--- src/rtl/prog_loader_pkg.sv ---
// Shared definitions for the host-side programming front end.
// Contents: loader FSM state encoding, strobe generator phase encoding,
// command byte values, status error codes and the HOST_READY decode helper.
`timescale 1ns/1ps
package prog_loader_pkg;

  typedef enum logic [3:0] {
    ST_IDLE     = 4'd0,
    ST_CMD      = 4'd1,
    ST_LENH     = 4'd2,
    ST_LENL     = 4'd3,
    ST_EXEC     = 4'd4,
    ST_PAY_WAIT = 4'd5,
    ST_PAY_HI   = 4'd6,
    ST_PAY_LO   = 4'd7,
    ST_CHK      = 4'd8,
    ST_ACK_WAIT = 4'd9,
    ST_SCK_HI   = 4'd10,
    ST_SCK_LO   = 4'd11,
    ST_FAIL     = 4'd12
  } state_e;

  typedef enum logic [1:0] {
    PH_IDLE = 2'd0,
    PH_HI   = 2'd1,
    PH_LO   = 2'd2
  } phase_e;

  localparam logic [7:0] CMD_START   = 8'h10;
  localparam logic [7:0] CMD_SECTION = 8'h20;
  localparam logic [7:0] CMD_END     = 8'h30;

  localparam logic [1:0] ERR_NONE    = 2'd0;
  localparam logic [1:0] ERR_CHKSUM  = 2'd1;
  localparam logic [1:0] ERR_TIMEOUT = 2'd2;
  localparam logic [1:0] ERR_SEQ     = 2'd3;

  // States in which the loader can take a byte from the host.
  function automatic logic host_ready_for(input state_e st);
    logic rdy;
    case (st)
      ST_IDLE, ST_CMD, ST_LENH, ST_LENL, ST_PAY_WAIT, ST_CHK: rdy = 1'b1;
      default:                                                rdy = 1'b0;
    endcase
    return rdy;
  endfunction

endpackage

--- src/rtl/prog_strobe_gen.sv ---
// Single strobe generator shared by PCK and SCK.
// A start request while idle produces StrobeCycles high cycles on the
// selected strobe, then StrobeCycles low cycles, then a one-cycle done.
// Ports: clk, rst_n (async active-low), start, sel_sck (1: SCK, 0: PCK),
//        pck, sck (registered strobes), idle, low_phase, done.
`timescale 1ns/1ps
module prog_strobe_gen
  import prog_loader_pkg::*;
#(
  parameter int StrobeCycles = 4
) (
  input  logic clk,
  input  logic rst_n,
  input  logic start,
  input  logic sel_sck,
  output logic pck,
  output logic sck,
  output logic idle,
  output logic low_phase,
  output logic done
);
  localparam int             CW   = (StrobeCycles > 1) ? $clog2(StrobeCycles) : 1;
  localparam logic [CW-1:0]  LAST = CW'(StrobeCycles - 1);

  phase_e        phase_r;
  logic [CW-1:0] cnt_r;
  logic          pck_r;
  logic          sck_r;
  logic          done_r;

  // Phase sequencer: high phase, low phase, then a done pulse back to idle.
  always_ff @(posedge clk or negedge rst_n) begin
    if (!rst_n) begin
      phase_r <= PH_IDLE;
      cnt_r   <= '0;
      pck_r   <= 1'b0;
      sck_r   <= 1'b0;
      done_r  <= 1'b0;
    end else begin
      done_r <= 1'b0;
      case (phase_r)
        PH_IDLE: begin
          if (start) begin
            phase_r <= PH_HI;
            cnt_r   <= '0;
            pck_r   <= ~sel_sck;
            sck_r   <= sel_sck;
          end
        end
        PH_HI: begin
          if (cnt_r == LAST) begin
            phase_r <= PH_LO;
            cnt_r   <= '0;
            pck_r   <= 1'b0;
            sck_r   <= 1'b0;
          end else begin
            cnt_r <= cnt_r + CW'(1);
          end
        end
        PH_LO: begin
          if (cnt_r == LAST) begin
            phase_r <= PH_IDLE;
            cnt_r   <= '0;
            done_r  <= 1'b1;
          end else begin
            cnt_r <= cnt_r + CW'(1);
          end
        end
        default: begin
          phase_r <= PH_IDLE;
          cnt_r   <= '0;
          pck_r   <= 1'b0;
          sck_r   <= 1'b0;
        end
      endcase
    end
  end

  assign pck       = pck_r;
  assign sck       = sck_r;
  assign done      = done_r;
  assign idle      = (phase_r == PH_IDLE);
  assign low_phase = (phase_r == PH_LO);

endmodule

--- src/rtl/prog_loader.sv ---
// Host-side programming front end for the CPU programmer port.
// Parses frames {SyncByte, CMD, LEN_H, LEN_L, payload[LEN], CHK} from a
// valid/ready byte stream, holds the CPU in programming mode, streams
// payload bytes with PCK strobes, advances sections with SCK and reports
// busy/done/error status.
// Ports: CLK, nRST (async active-low); HOST_DATA/HOST_VALID/HOST_READY host
//        link; PROGRAMMER_* CPU programmer port; STATUS_* session status.
`timescale 1ns/1ps
module prog_loader
  import prog_loader_pkg::*;
#(
  parameter int         StrobeCycles = 4,
  parameter int         AckTimeout   = 65535,
  parameter logic [7:0] SyncByte     = 8'hA5
) (
  input  logic       CLK,
  input  logic       nRST,
  input  logic [7:0] HOST_DATA,
  input  logic       HOST_VALID,
  output logic       HOST_READY,
  output logic       PROGRAMMER_Reset,
  output logic [7:0] PROGRAMMER_InputData,
  output logic       PROGRAMMER_PCK,
  output logic       PROGRAMMER_SCK,
  input  logic       PROGRAMMER_ACK,
  output logic       STATUS_BUSY,
  output logic       STATUS_DONE,
  output logic       STATUS_ERR,
  output logic [1:0] STATUS_CODE
);
  localparam logic [15:0] ACK_LAST = 16'(AckTimeout - 1);

  state_e      state_r, state_s;
  logic        host_ready_r;
  logic [7:0]  cmd_r, len_hi_r, len_lo_r, chk_r, data_r;
  logic [15:0] rem_r, ack_cnt_r;
  logic        ack_seen_r, prog_reset_r, busy_r, done_r, err_r;
  logic [1:0]  code_r, fail_code_s;
  logic        accept_s, chk_ok_s, len_zero_s;
  logic        strobe_start_s, strobe_sck_s;
  logic        gen_idle_s, gen_low_s, gen_done_s;

  assign accept_s   = HOST_VALID & host_ready_r;
  assign chk_ok_s   = (HOST_DATA == chk_r);
  assign len_zero_s = ({len_hi_r, len_lo_r} == 16'h0000);

  prog_strobe_gen #(.StrobeCycles(StrobeCycles)) u_strobe (
    .clk       (CLK),
    .rst_n     (nRST),
    .start     (strobe_start_s),
    .sel_sck   (strobe_sck_s),
    .pck       (PROGRAMMER_PCK),
    .sck       (PROGRAMMER_SCK),
    .idle      (gen_idle_s),
    .low_phase (gen_low_s),
    .done      (gen_done_s)
  );

  // State register; HOST_READY is registered from the next state so it always matches the state.
  always_ff @(posedge CLK or negedge nRST) begin
    if (!nRST) begin
      state_r      <= ST_IDLE;
      host_ready_r <= 1'b0;
    end else begin
      state_r      <= state_s;
      host_ready_r <= host_ready_for(state_s);
    end
  end

  // Next-state decode, strobe requests and the error code carried into FAIL.
  always_comb begin
    state_s        = state_r;
    fail_code_s    = ERR_NONE;
    strobe_start_s = 1'b0;
    strobe_sck_s   = 1'b0;
    case (state_r)
      ST_IDLE: begin
        if (accept_s && (HOST_DATA == SyncByte)) state_s = ST_CMD;
        else                                     state_s = ST_IDLE;
      end
      ST_CMD: begin
        if (accept_s) state_s = ST_LENH;
        else          state_s = ST_CMD;
      end
      ST_LENH: begin
        if (accept_s) state_s = ST_LENL;
        else          state_s = ST_LENH;
      end
      ST_LENL: begin
        if (accept_s) state_s = ST_EXEC;
        else          state_s = ST_LENL;
      end
      ST_EXEC: begin
        case (cmd_r)
          CMD_START: begin
            if (len_zero_s) state_s = ST_ACK_WAIT;
            else begin state_s = ST_FAIL; fail_code_s = ERR_SEQ; end
          end
          CMD_SECTION: begin
            if (busy_r && ack_seen_r) state_s = ST_SCK_HI;
            else begin state_s = ST_FAIL; fail_code_s = ERR_SEQ; end
          end
          CMD_END: begin
            if (busy_r && len_zero_s) state_s = ST_CHK;
            else begin state_s = ST_FAIL; fail_code_s = ERR_SEQ; end
          end
          default: begin
            state_s     = ST_FAIL;
            fail_code_s = ERR_SEQ;
          end
        endcase
      end
      ST_ACK_WAIT: begin
        if (PROGRAMMER_ACK)              state_s = ST_CHK;
        else if (ack_cnt_r >= ACK_LAST) begin state_s = ST_FAIL; fail_code_s = ERR_TIMEOUT; end
        else                             state_s = ST_ACK_WAIT;
      end
      ST_SCK_HI: begin
        strobe_start_s = gen_idle_s;
        strobe_sck_s   = 1'b1;
        if (gen_low_s) state_s = ST_SCK_LO;
        else           state_s = ST_SCK_HI;
      end
      ST_SCK_LO: begin
        if (gen_done_s) state_s = len_zero_s ? ST_CHK : ST_PAY_WAIT;
        else            state_s = ST_SCK_LO;
      end
      ST_PAY_WAIT: begin
        if (accept_s) state_s = ST_PAY_HI;
        else          state_s = ST_PAY_WAIT;
      end
      ST_PAY_HI: begin
        // Strobe starts one cycle after the byte is latched, giving data setup before PCK rises.
        strobe_start_s = gen_idle_s;
        if (gen_low_s) state_s = ST_PAY_LO;
        else           state_s = ST_PAY_HI;
      end
      ST_PAY_LO: begin
        if (gen_done_s) state_s = (rem_r == 16'd1) ? ST_CHK : ST_PAY_WAIT;
        else            state_s = ST_PAY_LO;
      end
      ST_CHK: begin
        if (accept_s && !chk_ok_s) begin state_s = ST_FAIL; fail_code_s = ERR_CHKSUM; end
        else if (accept_s)         state_s = ST_IDLE;
        else                       state_s = ST_CHK;
      end
      ST_FAIL: state_s = ST_IDLE;
      default: state_s = ST_IDLE;
    endcase
  end

  // Frame capture, running checksum, counters and session status.
  always_ff @(posedge CLK or negedge nRST) begin
    if (!nRST) begin
      cmd_r        <= 8'h00;
      len_hi_r     <= 8'h00;
      len_lo_r     <= 8'h00;
      chk_r        <= 8'h00;
      data_r       <= 8'h00;
      rem_r        <= 16'h0000;
      ack_cnt_r    <= 16'h0000;
      ack_seen_r   <= 1'b0;
      prog_reset_r <= 1'b0;
      busy_r       <= 1'b0;
      done_r       <= 1'b0;
      err_r        <= 1'b0;
      code_r       <= ERR_NONE;
    end else begin
      case (state_r)
        ST_IDLE: if (accept_s && (HOST_DATA == SyncByte)) chk_r <= 8'h00;
        ST_CMD: begin
          if (accept_s) begin
            cmd_r <= HOST_DATA;
            chk_r <= chk_r ^ HOST_DATA;
          end
        end
        ST_LENH: begin
          if (accept_s) begin
            len_hi_r <= HOST_DATA;
            chk_r    <= chk_r ^ HOST_DATA;
          end
        end
        ST_LENL: begin
          if (accept_s) begin
            len_lo_r <= HOST_DATA;
            chk_r    <= chk_r ^ HOST_DATA;
          end
        end
        ST_EXEC: begin
          if (state_s == ST_ACK_WAIT) begin
            prog_reset_r <= 1'b1;
            busy_r       <= 1'b1;
            done_r       <= 1'b0;
            err_r        <= 1'b0;
            code_r       <= ERR_NONE;
            ack_seen_r   <= 1'b0;
            ack_cnt_r    <= 16'h0000;
          end else if (state_s == ST_SCK_HI) begin
            rem_r <= {len_hi_r, len_lo_r};
          end
        end
        ST_ACK_WAIT: begin
          if (PROGRAMMER_ACK)               ack_seen_r <= 1'b1;
          else if (ack_cnt_r != 16'hFFFF)   ack_cnt_r  <= ack_cnt_r + 16'd1;
        end
        ST_PAY_WAIT: begin
          if (accept_s) begin
            data_r <= HOST_DATA;
            chk_r  <= chk_r ^ HOST_DATA;
          end
        end
        ST_PAY_LO: if (gen_done_s) rem_r <= rem_r - 16'd1;
        ST_CHK: begin
          if (accept_s && chk_ok_s && (cmd_r == CMD_END)) begin
            prog_reset_r <= 1'b0;
            busy_r       <= 1'b0;
            done_r       <= 1'b1;
          end
        end
        default: ;
      endcase
      // Failure keeps the CPU halted; only START or nRST clears the error.
      if (state_s == ST_FAIL) begin
        err_r  <= 1'b1;
        code_r <= fail_code_s;
        busy_r <= 1'b0;
        done_r <= 1'b0;
      end
    end
  end

  assign HOST_READY           = host_ready_r;
  assign PROGRAMMER_Reset     = prog_reset_r;
  assign PROGRAMMER_InputData = data_r;
  assign STATUS_BUSY          = busy_r;
  assign STATUS_DONE          = done_r;
  assign STATUS_ERR           = err_r;
  assign STATUS_CODE          = code_r;

endmodule

--- config.mk ---
export PLATFORM = sky130hd
export DESIGN_NAME = prog_loader
export DESIGN_NICKNAME = d
export VERILOG_FILES = /design/src/rtl/prog_loader_pkg.sv /design/src/rtl/prog_strobe_gen.sv /design/src/rtl/prog_loader.sv
export SDC_FILE = /design/constraint.sdc
export NUM_CORES = 1
export LEC_CHECK = 0
export ABC_CLOCK_PERIOD_IN_PS = 2340
export CELL_PAD_IN_SITES_DETAIL_PLACEMENT = 1
export CELL_PAD_IN_SITES_GLOBAL_PLACEMENT = 2
export CORE_UTILIZATION = 28
export DETAILED_ROUTE_END_ITERATION = 8
export PLACE_DENSITY_LB_ADDON = 0.1
export SYNTH_ARGS = -nofsm -noshare
export SYNTH_HDL_FRONTEND = slang
export SYNTH_SLANG_ARGS = --single-unit
--- constraint.sdc ---
create_clock -name CLK -period 2.34 [get_ports CLK]
set_clock_uncertainty 0.1 [all_clocks]
set_input_delay 0.351 -clock CLK [delete_from_list [all_inputs] [get_ports CLK]]
set_output_delay 0.351 -clock CLK [all_outputs]
set_load 0.02 [all_outputs]
==> key figures, run 1 <==
Global route
  – Initial antenna violation count: 0
  – Total global routing overflow: 0
  – Global-route wire length before repair: between 20 and 30 mm
  – Largest net degree at the start of global routing: 92
  – Number of global-route vias before repair: 4,796
  – Met3 usage: 2.43%
  – GRT met2 Usage: 30.6%
  – Total track usage: 18.7%
  – GR peak layer: met2
  – Met1 track utilization from global routing: roughly 26%

Synth
  – Post-synthesis cell type count: 72
  – Async S/R FF share, synth: between 90% and 100%
  – Yosys synthesis warning count: 0
  – EDFF count, synth: 0
  – Main synth FF type: dfrtp_1
  – Cell count after synthesis: approximately 510
  – Mean post-synth cell area: 9.67 um^2
  – Syn_nets: 535
  – Yosys reg bits: 91
  – Post-synthesis sequential area ratio: a little under half
  – Cell Area, Synth: 4970 um^2

Setup path
  – Cell mode on critical path: or4_4
  – Reg2reg start: rem_r[5]$_DFFE_PN0P_
  – Crit path max-delay family: simple AND/OR/NAND/NOR gates
  – Reg2reg path depth: 6
  – Crit start category: register
  – CP Depth: 6
  – Crit Path Max Fanout: 2
  – Worst r2r dst: HOST_READY$_DFF_PN0_
  – Worst reg2reg setup slack: -0.18 ns
  – Slowest CP cell: or4_4
  – Setup crit end: HOST_READY$_DFF_PN0_
  – Critical Path End Type: register
  – Arr. time, crit path: ~2.7 ns
  – Worst Path Buf+Inv: 0
  – Crit-path cells: or4_4 > or4_4 > o21ai_4 > or4b_1 > o211ai_2 > o21ai_1
  – Worst Path Class, Setup: reg -> reg
  – CP required: 2.48 ns
  – Slowest stage delay, CP: approximately 0.54 ns
  – Critical path startpoint: rem_r[5]$_DFFE_PN0P_

Placement
  – Placer Congestion: 0.792
  – Dpl cell area: 6290 um^2
  – I/O Buffers: 28
  – DP Wirelength: 11.7 mm

STA
  – Minimum clock period: roughly 2.5 ns
  – Hold Vio Cnt, Final: 0
  – RSZ-0062 raised after global routing: true
  – Final worst slack: -0.177 ns
  – Fin. max-slew vios: 0
  – Final Cycle Share: 108%
  – Worst-margin pin slew: just over 0.5 ns
  – F_max: ~400 MHz
  – Slew HR: 66.0%
  – Setup-failing EPs final: 6

Die
  – Core area: 17,300 um^2
  – Die footprint: around 18,000 um^2
  – Die W: 135 um
  – I/O Pins: 29
  – Chip height: 135 um
  – Initial Utilization: between 20% and 30%
  – FP Rows: 48

Layout
  – Layout Nets: 661
  – Most frequent cells in the layout: buf_4, dfrtp_1, o21ai_0, nor2_1, nand2_1
  – Most common library cell in the layout ignoring fill and taps: buf_4
  – Fraction of layout cells with a size suffix above 1: between 30% and 40%
  – Fin area: 6800 um^2
  – N_diodes: 0
  – Layout fillers: 1,967
  – Area grow syn2layout: 36.8%

Routing
  – Drc violations: 0
  – Routed wire length: 15.9 mm
  – WL/cell: 18.2 um
  – Vias: around 4,500
  – DRT iter0 DRCs: 159
  – Via/cell ratio: 5.15
  – Routed Antenna Nets: 0
  – DRT Pass-1 Iters: 4

Power and ir drop
  – Leakage: 0.00309 uW
  – VDD IR max: 0.000409 V
  – PD cells: 470 nW/um^2
  – Power, Total: 3200 uW

Clock tree
  – Clock H-tree levels: 3
  – Skew-Pair Late Insertion Delay: 0.35 ns
  – CTS Buf Count: 9
  – Worst-path clk slew: 0.07 ns
  – Clk root buf: clkbuf_16
  – Clock sink count: between 90 and 100
  – CTS tree: done
  – Bufs on Longest Clock Path: 2

Hold path
  – Hold Path Class: reg -> reg
  – Hold Path Origin: PROGRAMMER_Reset$_DFFE_PN0P_

Outcome
  – Status: complete, but fails checks
  – Failing checks: negative setup slack

Flow run
  – Max_cap viols: 0
[synthesized netlist by cell type (all sizes together) (2+ instances only)]
cell	count	area share (%)
o2111ai	2	0.35
nor2	40	3.0
nor4bb	3	0.60
nand2b	17	2.1
or4	6	1.2
o2bb2ai	4	0.70
a31o	2	0.35
o31ai	2	0.30
o21ai	50	5.1
nor4	11	1.6
nand4	7	1.0
mux2	33	7.5
dfrtp	91	46
buf	3	0.25
a211oi	5	0.75
and3	3	0.40
nand2	38	2.9
nor2b	7	0.88
o21a	3	0.45
or4b	2	0.40
or2	3	0.38
nand3	24	2.4
a31oi	4	0.50
xnor2	8	1.4
a21o	5	0.81
or3	6	0.88
and2	3	0.40
a22oi	2	0.30
o32ai	5	0.88
a22o	3	0.53
a21oi	36	3.7
o211ai	2	0.40
ha	9	2.3
clkbuf	17	1.5
mux2i	7	1.4
inv	16	1.2
nor3	15	1.5
[how the worst min path moves through the flow]
stage / depth (start not counted) / slack [ns] / endpoint
floorplan: 0 / -0.04 / HOST_READY$_DFF_PN0_
global placement: 2 / 0.35 / ack_cnt_r[15]$_DFFE_PN0P_
detailed placement: 2 / 0.36 / ack_cnt_r[13]$_DFFE_PN0P_
CTS: 2 / 0.39 / PROGRAMMER_Reset$_DFFE_PN0P_
global route: 1 / 0.43 / STATUS_ERR$_DFFE_PN0P_
finish: 2 / 0.38 / PROGRAMMER_Reset$_DFFE_PN0P_
[power by group]
group	switching, uW	internal, uW	total, uW
logic	65.1	47.0	112
registers	0	1570	1570
clock network	676	838	1510
[cells by family after synthesis]
family / Yosys count / share of synthesized area, %
flops: 91 / 45.8
buf+inv: 36 / 2.94
xor+xnor: 9 / 1.59
fa+ha+maj: 9 / 2.26
simple gates: 193 / 21.2
compound gates: 136 / 17.3
mux: 40 / 8.88
[timing repair]
action	CTS	global route
endpoints found under the hold margin	65	0
endpoints found under the setup margin	23	20
pin swaps	1	2
resized for setup	16	16
hold buffers	1	0
setup buffers	1	0
[stage by stage]
| step | std cells | setup slack [ns] | hold slack, ns | utilization, % | TNS (ns) |
|---|---|---|---|---|---|
| floorplan | 514 | -0.0899 | -0.0446 | - | -0.184 |
| global placement | 852 | -0.247 | 0.347 | 36.4 | -2.62 |
| detailed placement | 852 | -0.279 | 0.356 | 36.4 | -3.00 |
| CTS | 870 | -0.139 | 0.392 | 38.8 | -0.317 |
| global route | 870 | -0.242 | 0.426 | 39.3 | -1.02 |
| finish | 870 | -0.177 | 0.381 | 39.3 | -0.437 |
[cell type report]
cell class,instances,area [um^2],area share [%]
clock buffers,9,225,3.31
clock inverters,7,76.3,1.12
inverters,16,60.1,0.883
multi-input cells,387,2750,40.4
flip-flops and latches,91,2280,33.5
well taps,225,282,4.14
repair buffers,135,1130,16.7
[sequential cells by signal (all words and copies together) (netlist names), 2 cells and up]
signal                flops
ack_cnt_r                16
rem_r                    16
PROGRAMMER_InputData      8
chk_r                     8
cmd_r                     8
len_hi_r                  8
len_lo_r                  8
state_r                   4
STATUS_CODE               2
u_strobe.cnt_r            2
u_strobe.phase_r          2
[worst min-delay path, stage by stage (launching register included)]
cell     delay (ns)
dfrtp_1        0.34
nand2_1        0.05
nand2_1        0.06
[routing by layer]
layer	wire length [um]	vias to the layer above
li1	-	2136
met3	331	12
met5	0	-
met4	200	0
met2	7660	51
met1	7670	2282
(Power assumes the default switching activity.)
==> run 2, diff against run 1 <==
- ABC_CLOCK_PERIOD_IN_PS: 2340 -> 3150
- HOLD_SLACK_MARGIN: not set -> 0.12
- MAX_ROUTING_LAYER: not set -> met4
- clock period: 2.34 -> 3.15 ns (I/O delays scaled with it)
==> key figures, run 2 (synthesis results as in run 1) <==
Global route
  – Global-route wire length before repair: ~24 mm
  – Initial antenna violation count: 0
  – GRT met2 Usage: 27.8%
  – Largest net degree at the start of global routing: 52
  – Number of global-route vias before repair: 4,351
  – Total global routing overflow: 0
  – Total track usage: 17.9%
  – Met1 track utilization from global routing: 23.9%
  – GR peak layer: met2
  – Met3 usage: 2.17%

Layout
  – N_diodes: 0
  – Fraction of layout cells with a size suffix above 1: between 10% and 20%
  – Most frequent cells in the layout: dfrtp_1, o21ai_0, nor2_1, nand2_1, a21oi_1
  – Area grow syn2layout: 18.6%
  – Top flop regs: ack_cnt_r x16, rem_r x16
  – Finished Layout Cells: 784
  – Layout Nets: 575
  – Most common library cell in the layout ignoring fill and taps: dfrtp_1
  – Layout fillers: 2,020

Setup path
  – Slowest CP cell: nor3_1
  – Arr. time, crit path: 2.97 ns
  – Crit-path cells: nor4_1 > nand4_2 > nor3_1 > o21ai_1 > a211oi_1 > mux2i_1
  – Crit path max-delay family: simple AND/OR/NAND/NOR gates
  – Crit Path Max Fanout: 13
  – Worst Path Buf+Inv: 0
  – CP required: 3.32 ns
  – Worst Path Class, Setup: reg -> reg
  – Crit start category: register
  – Critical Path End Type: register
  – Slowest stage delay, CP: between 0.4 and 0.5 ns

Power and ir drop
  – Switching share of power: roughly a quarter
  – Pint: about 1700 uW
  – Clock power share: 46.1%
  – Seq pwr share: 50.7%
  – Power, Total: 2300 uW
  – Combinational share of power: 3.1%
  – VDD IR max: roughly 0.00023 V
  – PD cells: 390 nW/um^2
  – NetSw: 567 uW
  – Leakage: 0.00260 uW

Die
  – Initial Utilization: ~29%
  – Die W: 135 um
  – FP Rows: 48
  – Core area: between 15,000 and 20,000 um^2
  – Die footprint: 18,300 um^2
  – Chip height: approximately 140 um
  – I/O Pins: 29

STA
  – Minimum clock period: between 2 and 3 ns
  – Hold Worst Slack: between 0.3 and 0.4 ns
  – Setup-failing EPs final: 0
  – RSZ-0062 raised after global routing: false
  – Worst-margin pin slew: around 0.95 ns
  – Final worst slack: about 0.35 ns
  – Post-Route Setup TNS: 0 ns
  – Hold Vio Cnt, Final: 0
  – Final Cycle Share: 88.8%
  – F_max: approximately 360 MHz
  – Slew HR: 36.4%
  – Fin. max-slew vios: 0

Placement
  – Placement Setup Slack: 0.298 ns
  – I/O Buffers: 28
  – DP Wirelength: 10.7 mm
  – Placer Congestion: 0.772
  – Dpl cells: 767

Routing
  – DRT iter0 DRCs: 131
  – Drc violations: 0
  – Routed Antenna Nets: 0
  – Via/cell ratio: approximately 5.2
  – Routed wire length: 14.5 mm
  – Vias: 4,071
  – WL/cell: around 18 um
  – DRT Pass-1 Iters: 4

Clock tree
  – Post-CTS sizing: 0
  – Clk root buf: clkbuf_16
  – Clock H-tree levels: 3
  – Post-CTS setup buffer count: 0
  – CTS Buf Count: 9
  – Skew-Pair Late Insertion Delay: 0.35 ns
  – Worst-path clk slew: 0.07 ns
  – Bufs on Longest Clock Path: 2
  – CTS tree: done
  – Clock sink count: 91

Hold path
  – Hold Path Class: reg -> reg

Flow run
  – Max_cap viols: 0

Outcome
  – Status: finished, final reports clean
## run 2: changes by cell type in the layout (fill, tap and decap cells not counted), sizes merged
| cell | previous run | this run |
|---|---|---|
| buf | 107 | 21 |
| clkinvlp | 1 | 3 |
| bufinv | 1 | 0 |
| clkinv | 3 | 2 |
## run 2: cell type report
class	count	area (um^2)	area share, %
Multi-Input combinational cell	387	2550	43.2
Sequential cell	91	2280	38.6
Timing Repair Buffer	49	450	7.64
Tap cell	225	282	4.78
Clock buffer	9	225	3.82
Inverter	16	60.1	1.02
Clock inverter	7	52.6	0.891
## run 2: metrics by stage
stage          area, um^2  utilization (%)
2_1_floorplan        4970                -
3_3_place_gp         5610             32.4
3_5_place_dp         5610             32.4
4_1_cts              5900             34.1
5_1_grt              5900             34.1
6_report             5900             34.1
## run 2: routing by layer
metal	share of wire, %	vias to the layer above	wire [um]
met4	1.4	0	206
li1	-	1963	-
met2	47	45	6840
met1	49	2047	7120
met3	2.2	16	320
met5	0	-	0
## run 2: tightest hold or removal path, stage by stage, from the launching register on
cell	delay [ns]
dfrtp_1	0.35
nand2_1	0.05
nand2_1	0.06
## run 2: final timing paths
kind / slack, ns / cells past startpoint / to / startpoint
setup / recovery: 0.35 / 6 / ack_cnt_r[15]$_DFFE_PN0P_ / len_hi_r[3]$_DFFE_PN0P_
hold / removal: 0.40 / 2 / PROGRAMMER_Reset$_DFFE_PN0P_ / PROGRAMMER_Reset$_DFFE_PN0P_
setup reg to reg: 0.35 / 6 / ack_cnt_r[15]$_DFFE_PN0P_ / len_hi_r[3]$_DFFE_PN0P_
hold reg to reg: 0.40 / 2 / PROGRAMMER_Reset$_DFFE_PN0P_ / PROGRAMMER_Reset$_DFFE_PN0P_
max in group asynchronous: 1.66 / 3 / cmd_r[7]$_DFFE_PN0P_ / nRST
min in group asynchronous: 0.61 / 2 / ack_cnt_r[13]$_DFFE_PN0P_ / nRST
## run 2: repair_timing
action,CTS,global route
endpoints found under the hold margin,46,0
hold buffers,1,0
setup endpoints to repair,0,0
## run 2: power by group through the flow
stage               Combinational (uW)  Clock (uW)  Sequential [uW]
floorplan                         8.76           0             1190
global placement                  75.0           0             1190
detailed placement                75.4           0             1190
CTS                               76.7        1090             1170
global route                      81.8        1130             1170
finish                            72.0        1060             1170
